===== src/rtl/instr_fetch_unit.sv =====
// Instruction fetch stage: sequential PC generation, single-outstanding imem
// requests, PC-tagged prefetch FIFO with valid/ready delivery and redirect flush.
module instr_fetch_unit #(
  parameter int          DEPTH   = 4,
  parameter int unsigned PC_STEP = 4
) (
  input  logic                     CLK,
  input  logic                     RESET,
  input  logic [31:0]              startPC,
  input  logic                     redirect,
  input  logic [31:0]              redirect_pc,
  output logic                     imem_req,
  output logic [31:0]              imem_addr,
  input  logic                     imem_ack,
  input  logic [31:0]              imem_rdata,
  output logic                     instr_valid,
  input  logic                     instr_ready,
  output logic [31:0]              instr,
  output logic [31:0]              instr_pc,
  output logic [$clog2(DEPTH):0]   fifo_count
);
  localparam int AW = $clog2(DEPTH);
  localparam int CW = AW + 1;
  localparam logic [CW-1:0] FULL = CW'(DEPTH);
  localparam logic [31:0]   STEP = 32'(PC_STEP);

  typedef enum logic [1:0] {IDLE, REQ, DISCARD} state_e;

  state_e          state_q;
  logic [31:0]     fetch_pc_q;
  logic            req_q;
  logic [31:0]     addr_q;
  logic [AW-1:0]   rd_ptr_q, wr_ptr_q;
  logic [CW-1:0]   count_q, count_d;
  logic [31:0]     fifo_instr_q [DEPTH];
  logic [31:0]     fifo_pc_q    [DEPTH];
  logic [31:0]     hold_instr_q, hold_pc_q;
  logic            push, pop, not_empty;

  assign not_empty   = (count_q != '0);
  assign instr_valid = not_empty && !redirect;
  assign pop         = instr_valid && instr_ready;
  assign push        = (state_q == REQ) && imem_ack && !redirect;

  // Head is shown while occupied; otherwise the last shown values are held.
  assign instr      = not_empty ? fifo_instr_q[rd_ptr_q] : hold_instr_q;
  assign instr_pc   = not_empty ? fifo_pc_q[rd_ptr_q]    : hold_pc_q;
  assign fifo_count = count_q;
  assign imem_req   = req_q;
  assign imem_addr  = addr_q;

  always_comb begin
    count_d = count_q;
    if (push && !pop)      count_d = count_q + 1'b1;
    else if (pop && !push) count_d = count_q - 1'b1;
  end

  always_ff @(posedge CLK) begin
    if (push) begin
      fifo_instr_q[wr_ptr_q] <= imem_rdata;
      fifo_pc_q[wr_ptr_q]    <= fetch_pc_q;
    end
  end

  // addr_q tracks fetch_pc_q except in DISCARD, where it keeps the killed address.
  always_ff @(posedge CLK) begin
    if (RESET) begin
      state_q      <= IDLE;
      fetch_pc_q   <= startPC;
      req_q        <= 1'b0;
      addr_q       <= startPC;
      rd_ptr_q     <= '0;
      wr_ptr_q     <= '0;
      count_q      <= '0;
      hold_instr_q <= '0;
      hold_pc_q    <= '0;
    end else begin
      hold_instr_q <= instr;
      hold_pc_q    <= instr_pc;
      if (redirect) begin
        rd_ptr_q   <= '0;
        wr_ptr_q   <= '0;
        count_q    <= '0;
        fetch_pc_q <= redirect_pc;
        if (state_q == IDLE || imem_ack) begin
          state_q <= IDLE;
          req_q   <= 1'b0;
          addr_q  <= redirect_pc;
        end else begin
          state_q <= DISCARD;
          req_q   <= 1'b1;
        end
      end else begin
        count_q <= count_d;
        if (push) wr_ptr_q <= wr_ptr_q + 1'b1;
        if (pop)  rd_ptr_q <= rd_ptr_q + 1'b1;
        case (state_q)
          IDLE: begin
            if (count_q < FULL) begin
              state_q <= REQ;
              req_q   <= 1'b1;
            end
          end
          REQ: begin
            if (imem_ack) begin
              fetch_pc_q <= fetch_pc_q + STEP;
              addr_q     <= fetch_pc_q + STEP;
              if (count_d == FULL) begin
                state_q <= IDLE;
                req_q   <= 1'b0;
              end
            end
          end
          DISCARD: begin
            if (imem_ack) begin
              state_q <= IDLE;
              req_q   <= 1'b0;
              addr_q  <= fetch_pc_q;
            end
          end
          default: begin
            state_q <= IDLE;
            req_q   <= 1'b0;
            addr_q  <= fetch_pc_q;
          end
        endcase
      end
    end
  end
endmodule


===== config.mk =====
export PLATFORM = sky130hd
export DESIGN_NAME = instr_fetch_unit
export DESIGN_NICKNAME = d
export VERILOG_FILES = /design/src/rtl/instr_fetch_unit.sv
export SDC_FILE = /design/constraint.sdc
export NUM_CORES = 1
export LEC_CHECK = 0
export BUFFER_PORTS_ARGS = -buffer_cell sky130_fd_sc_hd__buf_2
export CELL_PAD_IN_SITES_DETAIL_PLACEMENT = 1
export CELL_PAD_IN_SITES_GLOBAL_PLACEMENT = 2
export CORE_ASPECT_RATIO = 0.7
export CORE_MARGIN = 1.5
export CORE_UTILIZATION = 42
export CTS_BUF_LIST = sky130_fd_sc_hd__clkbuf_8
export CTS_CLUSTER_SIZE = 12
export DETAILED_ROUTE_END_ITERATION = 16
export PLACE_DENSITY_LB_ADDON = 0.1
export SYNTH_ARGS = -nofsm -noshare
export SYNTH_HDL_FRONTEND = slang
export SYNTH_SLANG_ARGS = --single-unit
export TNS_END_PERCENT = 10

===== constraint.sdc =====
create_clock -name CLK -period 7.2 [get_ports CLK]
set_clock_uncertainty 0.1 [all_clocks]
set_input_delay 1.08 -clock CLK [delete_from_list [all_inputs] [get_ports CLK]]
set_output_delay 1.08 -clock CLK [all_outputs]
set_load 0.05 [all_outputs]

* Word-level counts from Yosys, hierarchy flattened
Memory sizes are Yosys's and may differ from the RTL's. A register that Yosys moved wholly into a read port is not among the register bits.
Cells that the tools add are included.
Widths: inputs -> output; s select.
** Word-level totals
- Flip-flop bits (word level) :: 138
- Bits in writable memories :: 256
- Bits of input ports :: 101
- Output and inout bits :: 101
- Word-level logic and storage cells :: 79
- Memories kept :: 2
** Operators by class
- Add/sub/neg operators :: 5
- Magnitude comparators :: 1
- Equal/unequal tests :: 11
- Muxes and demuxes :: 33
- Reductions and logical operators :: 18
** Memories
- fifo_instr_q :: depth 4, bits a word 32, read ports 1, clocked after Yosys merged registers in 1, wr ports 1, RTL line 35 : logic [31:0] fifo_instr_q [DEPTH];
- fifo_pc_q :: depth 4, bits a word 32, read ports 1, clocked after Yosys merged registers in 1, wr ports 1, RTL line 36 : logic [31:0] fifo_pc_q [DEPTH];
** Operators with widths (count)
- $mux 32 :: 10
- $pmux 32 s3 :: 1
- $add 32x3->32 const B :: 1
- $mux 2 :: 10
- $ne 3x2->1 const B :: 3
- $ne 3x3->1 const B :: 3
- $reduce_bool 3->1 :: 3
- $mux 1 :: 8
- $ne 4x4->1 const B :: 2
- $reduce_and 4->1 :: 2
- $logic_and 1x1->1 :: 6
- $mux 3 :: 2
- $pmux 2 s3 :: 1
- $add 2x1->2 const B :: 2
- $add 3x1->3 const B :: 1
- $eq 3x3->1 const B :: 1
- $logic_not 1->1 :: 3
- $lt 3x3->1 const B :: 1
- $pmux 1 s3 :: 1
- $sub 3x1->3 const B :: 1
- $eq 2x1->1 const B :: 1
- $eq 2x2->1 const B :: 1
- $logic_not 2->1 :: 1
- $reduce_and 2->1 :: 1
- other kinds (2) :: 2

* Longest topological paths before layout
Gate-level depths: netlist of the first run.
- Word-level depth :: 12
- Gate-level depth with buffers :: 8
- Depth with buffers taken out :: 7

* Worst setup path after synthesis of the first run
No wires, ideal clock.
- Path kind :: input-to-reg
- Start point :: in redirect
- End point :: reg addr_q[0], in the netlist imem_addr[0] (enable)
- Library setup time :: 0.466 ns
- Data arrival time :: 3.724 ns
- Data required time :: 6.634 ns
- Slack :: 2.911 ns
- Stages on the path :: 4
- Buffers on the path :: 1
- Path through :: buf_2 > clkinv_1 > a21oi_1 > o21ai_0
** On the way
- Cells in the longest elaborated chain, start to end :: 2
- Elaborated cells on any way between the ends :: 5
- Those cells by class :: eq/ne: 4; reduce/logical: 1
** Ends and longest elaborated chain
- start, declared :: RTL line 10 : input logic redirect,
- $ne 4x4->1 (no line) (tied with other cells)
- $reduce_and 4->1 (no line) *
- end signal, assigned :: RTL line 71 : addr_q <= startPC;
- end signal, assigned :: RTL line 88 : addr_q <= redirect_pc;
- end signal, assigned :: RTL line 107 : addr_q <= fetch_pc_q + STEP;
- end, declared :: RTL line 32 : logic [31:0] addr_q;
Mark *: on every way between the ends. The rest lies on a longest branch, timed or not.
A chain may end at the register's enable or synchronous reset.

==> results.ini, run 1 <==
[clock_tree]
clk_path_buf_depth = 3
cts_num_sinks = 396
cts_buffers = 60
ctsResizeCount = 0
cts_tree = done
post-cts-setup-buffers = 0
path_clk_slew_ps = 60
clkLatencyLatePin_ps = 630
htreeDepth = 2
postCtsHoldBufs = 0
cts_root_buf = clkbuf_8

[setup_path]
ff2ff_path_depth = 6
critPathKind = reg2out
cp.arrival_ps = 3180
startpoint_type = flop
cp_common_cell = nand2_1
cp_slowest_cell = dfxtp_4
reg2reg_from = fetch_pc_q[2]
ff2ff_setup_slack_ps = 4450
crit_path_end_kind = output pin
slowest_delay_ps = 790
r2r-end = imem_addr[16]
crit_required_ps = 6020
cp_max_fo = 34
crit_chain = buf_4, mux4_2, nand2_1, nand2_1, buf_2

[synth]
ys_ff_latch = 396
synth.most_common_cell = edfxtp_1
synth.distinct_cells = 61
synth_top_area_share_pct = 58.5
yosys_warnings = 0
synth_common_cells = 320 x edfxtp_1, 242 x nand2_1, 76 x dfxtp_1
synth_top_flop_cell = edfxtp_1
async_reset_ff_share_pct = 0
yosys.area.top_type = edfxtp_1
synth_area_sq_um = 16400
synth.avg_cell_area_sq_um = 14.0
synth-edff-count = 320
synthCells = 1172
ys_top_cells_by_area = edfxtp_1 59%, dfxtp_1 9.3%, mux4_2 8.8%
synth_nets = 1281
ys_seq_area_share_pct = 67.8

[placed_design]
dp.cells = 1842
place.detailed.hpwl_microns = 26400
place.gp.congestion = 0.762
io_buffer_count = 201
dp_slack_ps = 3360

[floorplan]
die_h_microns = 168
dieWidth_microns = 239
core-area_sq_um = 38500
start_util_pct = 42.6
pin_count = 202
die-area_sq_um = 40300
std_cell_rows = 60

[timing]
setup_tns_ps = 0
hold_viol = 0
final_max_slew_viol_count = 0
fin_ws_ps = 2840
min_period_ps = 4360
slew_headroom_pct = 30.2
setup_viol = 0
period_share_pct = 60.5
rsz0062_at_grt = no
fmax_mhz = 229
tightest_slew_ps = 1050

[hold_path]
whs_path_depth = 2
min_to = imem_req
min_path_type = reg2reg
min-delay-start = imem_req

[pwr]
ir_drop_v = 0.000130
p_leak_uw = 0.00713
p_per_area_nw_per_um2 = 255
finalPower_uw = 4870

[detailed_routing]
vias = 10100
drtAntennaViolNets = 0
wl_per_cell_microns = 21.2
drt_pass1_iterations = 5
routed_wirelength_microns = 41600
via_per_inst = 5.16
drc = 0
dr.first_iter.drc_count = 516

[grt]
overflow = 0
grt_pass1_vias = 10700
grt_max_degree = 75
antenna_found_initial = 2
grt_pass1_wl_microns = 64000
grt_use_total_pct = 21.1

[status]
outcome = completed

[cells_and_area]
area_growth_syn_to_layout_pct = 16.1
final_cells = 1958
drive_above_1_share_pct = 26.7
final_net_count = 1486

[job]
cap_violations = 0

==> layer usage <==
| metal | up-vias | global-route usage [%] | part of all wire, % |
|---|---|---|---|
| met5 | - | 0 | 0 |
| met1 | 5115 | 29.8 | 46 |
| met4 | 0 | 4.73 | 1.3 |
| li1 | 4736 | - | - |
| met2 | 199 | 34.2 | 48 |
| met3 | 57 | 3.62 | 4.3 |
==> worst max path at each step <==
| stage | from | end |
|---|---|---|
| finish | flop | instr_pc[26] |
| global route | flop | instr_pc[26] |
| CTS | flop | instr_pc[26] |
| detailed placement | flop | instr_pc[26] |
| global placement | flop | instr_pc[26] |
| floorplan | redirect | imem_addr[0] |
==> layout make-up <==
type	count	area (sq um)
clock buffer	68	936
fill	3934	19400
multi-input combinational	681	4930
clock inverter	46	203
timing repair buffer	214	1110
tap	527	659
sequential	396	11100
antenna	2	5.00
inverter	24	90.1
==> layout by cell type (no fill, tap or decap), types with 10 or more instances in the layout <==
cell type  count
inv_1         44
nor2b_1       67
nand2_1      242
clkinv_1      14
buf_4         14
nand3_1       21
clkbuf_8      68
o21ai_1       12
mux4_2        64
dfxtp_1       74
clkinv_2      10
o21ai_0       45
buf_2        200
xnor2_1       22
a22oi_1       16
a21oi_1       24
nor2_1        22
nand4_1       16
nor3_1        11
xor2_1        27
edfxtp_1     320
==> registers in the layout, summed over array words and instances (netlist names), named ones only <==
| register | count |
|---|---|
| fifo_count | 3 |
| state_q | 2 |
| imem_req | 1 |
| fifo_pc_q | 128 |
| hold_instr_q | 32 |
| fifo_instr_q | 128 |
| hold_pc_q | 32 |
| fetch_pc_q | 32 |
| wr_ptr_q | 2 |
| imem_addr | 32 |
| rd_ptr_q | 2 |
==> worst max-delay path: cells and delay by family (launching register included) <==
family | cells | cell delay (ps)
mux | 1 | 580
buf+inv | 2 | 910
flops | 1 | 790
simple gates | 2 | 250
==> power breakdown <==
| group | internal [uW] | leakage (uW) | total, uW | switching, uW |
|---|---|---|---|---|
| Combinational | 127 | 0.00287 | 468 | 340 |
| Sequential | 2560 | 0.00359 | 2640 | 81.7 |
| Clock | 867 | 0.000672 | 1760 | 890 |
==> metrics by stage <==
stage	cell area [sq um]	hold slack (ps)	utilization, %
2_1_floorplan	16400	376	-
3_3_place_gp	17900	400	46.5
3_5_place_dp	17900	411	46.5
4_1_cts	19100	424	49.5
5_1_grt	19100	430	49.5
6_report	19100	425	49.5
==> kinds of logic after synthesis <==
kind of cell	share of synthesized area (%)
simple gates	12.5
xor+xnor	2.61
buf+inv	2.42
flops	67.8
compound gates	4.85
mux	9.22
fa+ha+maj	0.610
Note: power is estimated with default switching activity, not from simulation.
==> run 2, diff against run 1 <==
--- a/config.mk
+++ b/config.mk
@@ -5,12 +5,13 @@
 export SDC_FILE = /design/constraint.sdc
 export NUM_CORES = 1
 export LEC_CHECK = 0
+export ABC_AREA = 1
 export BUFFER_PORTS_ARGS = -buffer_cell sky130_fd_sc_hd__buf_2
 export CELL_PAD_IN_SITES_DETAIL_PLACEMENT = 1
 export CELL_PAD_IN_SITES_GLOBAL_PLACEMENT = 2
 export CORE_ASPECT_RATIO = 0.7
 export CORE_MARGIN = 1.5
-export CORE_UTILIZATION = 42
+export CORE_UTILIZATION = 39
 export CTS_BUF_LIST = sky130_fd_sc_hd__clkbuf_8
 export CTS_CLUSTER_SIZE = 12
 export DETAILED_ROUTE_END_ITERATION = 16
==> constraint.sdc (replaced) <==
create_clock -name CLK -period 4.3 [get_ports CLK]
set_clock_uncertainty 0.1 [all_clocks]
set_input_delay 0.645 -clock CLK [delete_from_list [all_inputs] [get_ports CLK]]
set_output_delay 0.645 -clock CLK [all_outputs]
set_load 0.05 [all_outputs]
==> run 2 against run 1 <==
  * Hold slack got worse by 310 ps
  * Cell area increased by 0.60%
  * Die area increased by 7.0%
  * Largest cell class unchanged
==> results.ini, run 2 <==
[synth]
synth_common_cells = 338 x nand2_1, 320 x edfxtp_1, 228 x nor2_1
ys_seq_area_share_pct = 68.2
synth.avg_cell_area_sq_um = 11.0
synth.distinct_cells = 38
yosys_warnings = 0
ys_ff_latch = 396
synth-edff-count = 320
yosys.area.top_type = edfxtp_1
synth.most_common_cell = nand2_1
synth_top_area_share_pct = 58.9
synth_nets = 1597
synthCells = 1488
synth_area_sq_um = 16300
synth_top_flop_cell = edfxtp_1
ys_top_cells_by_area = edfxtp_1 59%, dfxtp_1 9.3%, nand2_1 7.8%
async_reset_ff_share_pct = 0

[cells_and_area]
fill_cells = 4564
area_growth_syn_to_layout_pct = 17.5
regArea_sq_um = 11100
reg_top3 = fifo_instr_q (128), fifo_pc_q (128)
final_net_count = 1802
multi_input_area_sq_um = 4680
final_cell_mix = 337 x nand2_1, 320 x edfxtp_1, 223 x nor2_1
final_cells = 2290
post-route-util_pct = 46.7
final_common_cell = nand2_1
drive_above_1_share_pct = 19.8

[placed_design]
dp_slack_ps = 1370
place.detailed.hpwl_microns = 29000
dp.cells = 2174
place.gp.congestion = 0.791
io_buffer_count = 201

[pwr]
p_leak_uw = 0.00767
finalPower_uw = 8240
p_per_area_nw_per_um2 = 429
ir_drop_v = 0.000247

[floorplan]
dieWidth_microns = 248
pin_count = 202
std_cell_rows = 62
die_h_microns = 174
die-area_sq_um = 43100
core-area_sq_um = 41100
start_util_pct = 39.7

[detailed_routing]
drt_pass1_iterations = 5
dr.first_iter.drc_count = 637
vias = 11700
drtAntennaViolNets = 0
wl_per_cell_microns = 19.4
drc = 0
via_per_inst = 5.13
routed_wirelength_microns = 44400

[setup_path]
crit_required_ps = 3560
cp.arrival_ps = 2760
slowest_delay_ps = 600
cp_top_family = buffers and inverters
critPathKind = reg2out
crit_path_end_kind = output pin
crit_chain = buf_12, nor2_1, o32ai_1, nand2_1, nand2_1, buf_2
cp_slowest_cell = o32ai_1
crit_buf_inv = 2
cp_max_fo = 128
cp_common_cell = nand2_1
startpoint_type = flop

[status]
outcome = completed

[hold_path]
min_path_type = in2reg

[clock_tree]
clk_path_buf_depth = 3
cts_buffers = 61
htreeDepth = 2
postCtsHoldBufs = 0
clkLatencyLatePin_ps = 640
cts_tree = done
cts_root_buf = clkbuf_8
path_clk_slew_ps = 70
ctsResizeCount = 0
post-cts-setup-buffers = 0
cts_num_sinks = 396

[timing]
slew_headroom_pct = 40.4
fin_ws_ps = 794
final_max_slew_viol_count = 0
period_share_pct = 81.5
hold_viol = 0
rsz0062_at_grt = no
setup_viol = 0
min_period_ps = 3510
tightest_slew_ps = 891
fmax_mhz = 285

[grt]
grt_use_total_pct = 20.7
grt_pass1_vias = 11900
grt_pass1_wl_microns = 69000
overflow = 0
antenna_found_initial = 2
grt_max_degree = 129

[job]
cap_violations = 0

[run 2: changes by cell type after synthesis, sizes merged, moves of 11 or more]
cell,previous run,this run
a21oi,24,100
xnor2,22,0
nand2,242,343
inv,23,57
nand4,19,8
o32ai,0,64
nor2b,68,0
a22oi,16,29
o21ai,58,101
mux4,64,0
clkbuf,41,62
nor2,24,235
[run 2: area by class of cell]
cell class,instances,share of cell area [%]
Sequential cell,396,58.1
Inverter,57,1.13
Clock buffer,69,4.95
Clock inverter,45,1.34
Multi-Input combinational cell,953,24.4
Tap cell,544,3.55
Antenna cell,2,0.0261
Timing Repair Buffer,224,6.55
[run 2: power breakdown]
| group | leakage, uW | total (uW) | internal [uW] | switching (uW) |
|---|---|---|---|---|
| Sequential | 0.00360 | 4420 | 4300 | 126 |
| Clock | 0.000731 | 3090 | 1590 | 1500 |
| Combinational | 0.00334 | 722 | 176 | 546 |
[run 2: worst paths after layout]
path                    from  slack [ps]                  end  cells past startpoint
min reg2reg  hold_instr_q[9]         370      hold_instr_q[9]                      2
min           imem_rdata[22]         120  fifo_instr_q[3][22]                      1
max reg2reg    fifo_count[0]        1450             imem_req                     14
max                     flop         790          instr_pc[7]                      6
[run 2: cells by family (layout without fill, tap and decap cells)]
logic type	Yosys count	after routing	synth area share (%)
flip-flops	396	396	68.2
XOR/XNOR	19	19	1.02
other	0	2	0
buffers and inverters	139	395	3.36
adder cells (fa/ha/maj)	8	8	0.613
AND/OR/NAND/NOR	627	627	15.6
AO/OA/AOI/OAI	299	299	11.2
[run 2: stage by stage]
stage               hold slack (ps)  area (sq um)  TNS (ps)
floorplan                       349         16300     -8900
global placement                358         18000         0
detailed placement              367         18000         0
CTS                            55.0         19200         0
global route                   64.4         19200         0
finish                          115         19200         0
[run 2: metal layers]
metal  part of all wire [%]  wire [microns]  vias to the layer above  global-route usage, %
met5                  0.029              13                        -                      0
met4                    1.5             651                        2                   4.85
met3                    4.8            2120                       58                   3.77
met2                     43           19200                      230                   31.2
met1                     50           22400                     5780                   31.0
li1                       -               -                     5667                      -
[run 2: worst reg2reg max path, delay by kind of cell (launching register included)]
| kind | cells | cell delay (ps) |
|---|---|---|
| AND/OR/NAND/NOR | 11 | 1530 |
| buffers and inverters | 2 | 530 |
| flip-flops | 1 | 390 |
| adder cells (fa/ha/maj) | 1 | 240 |
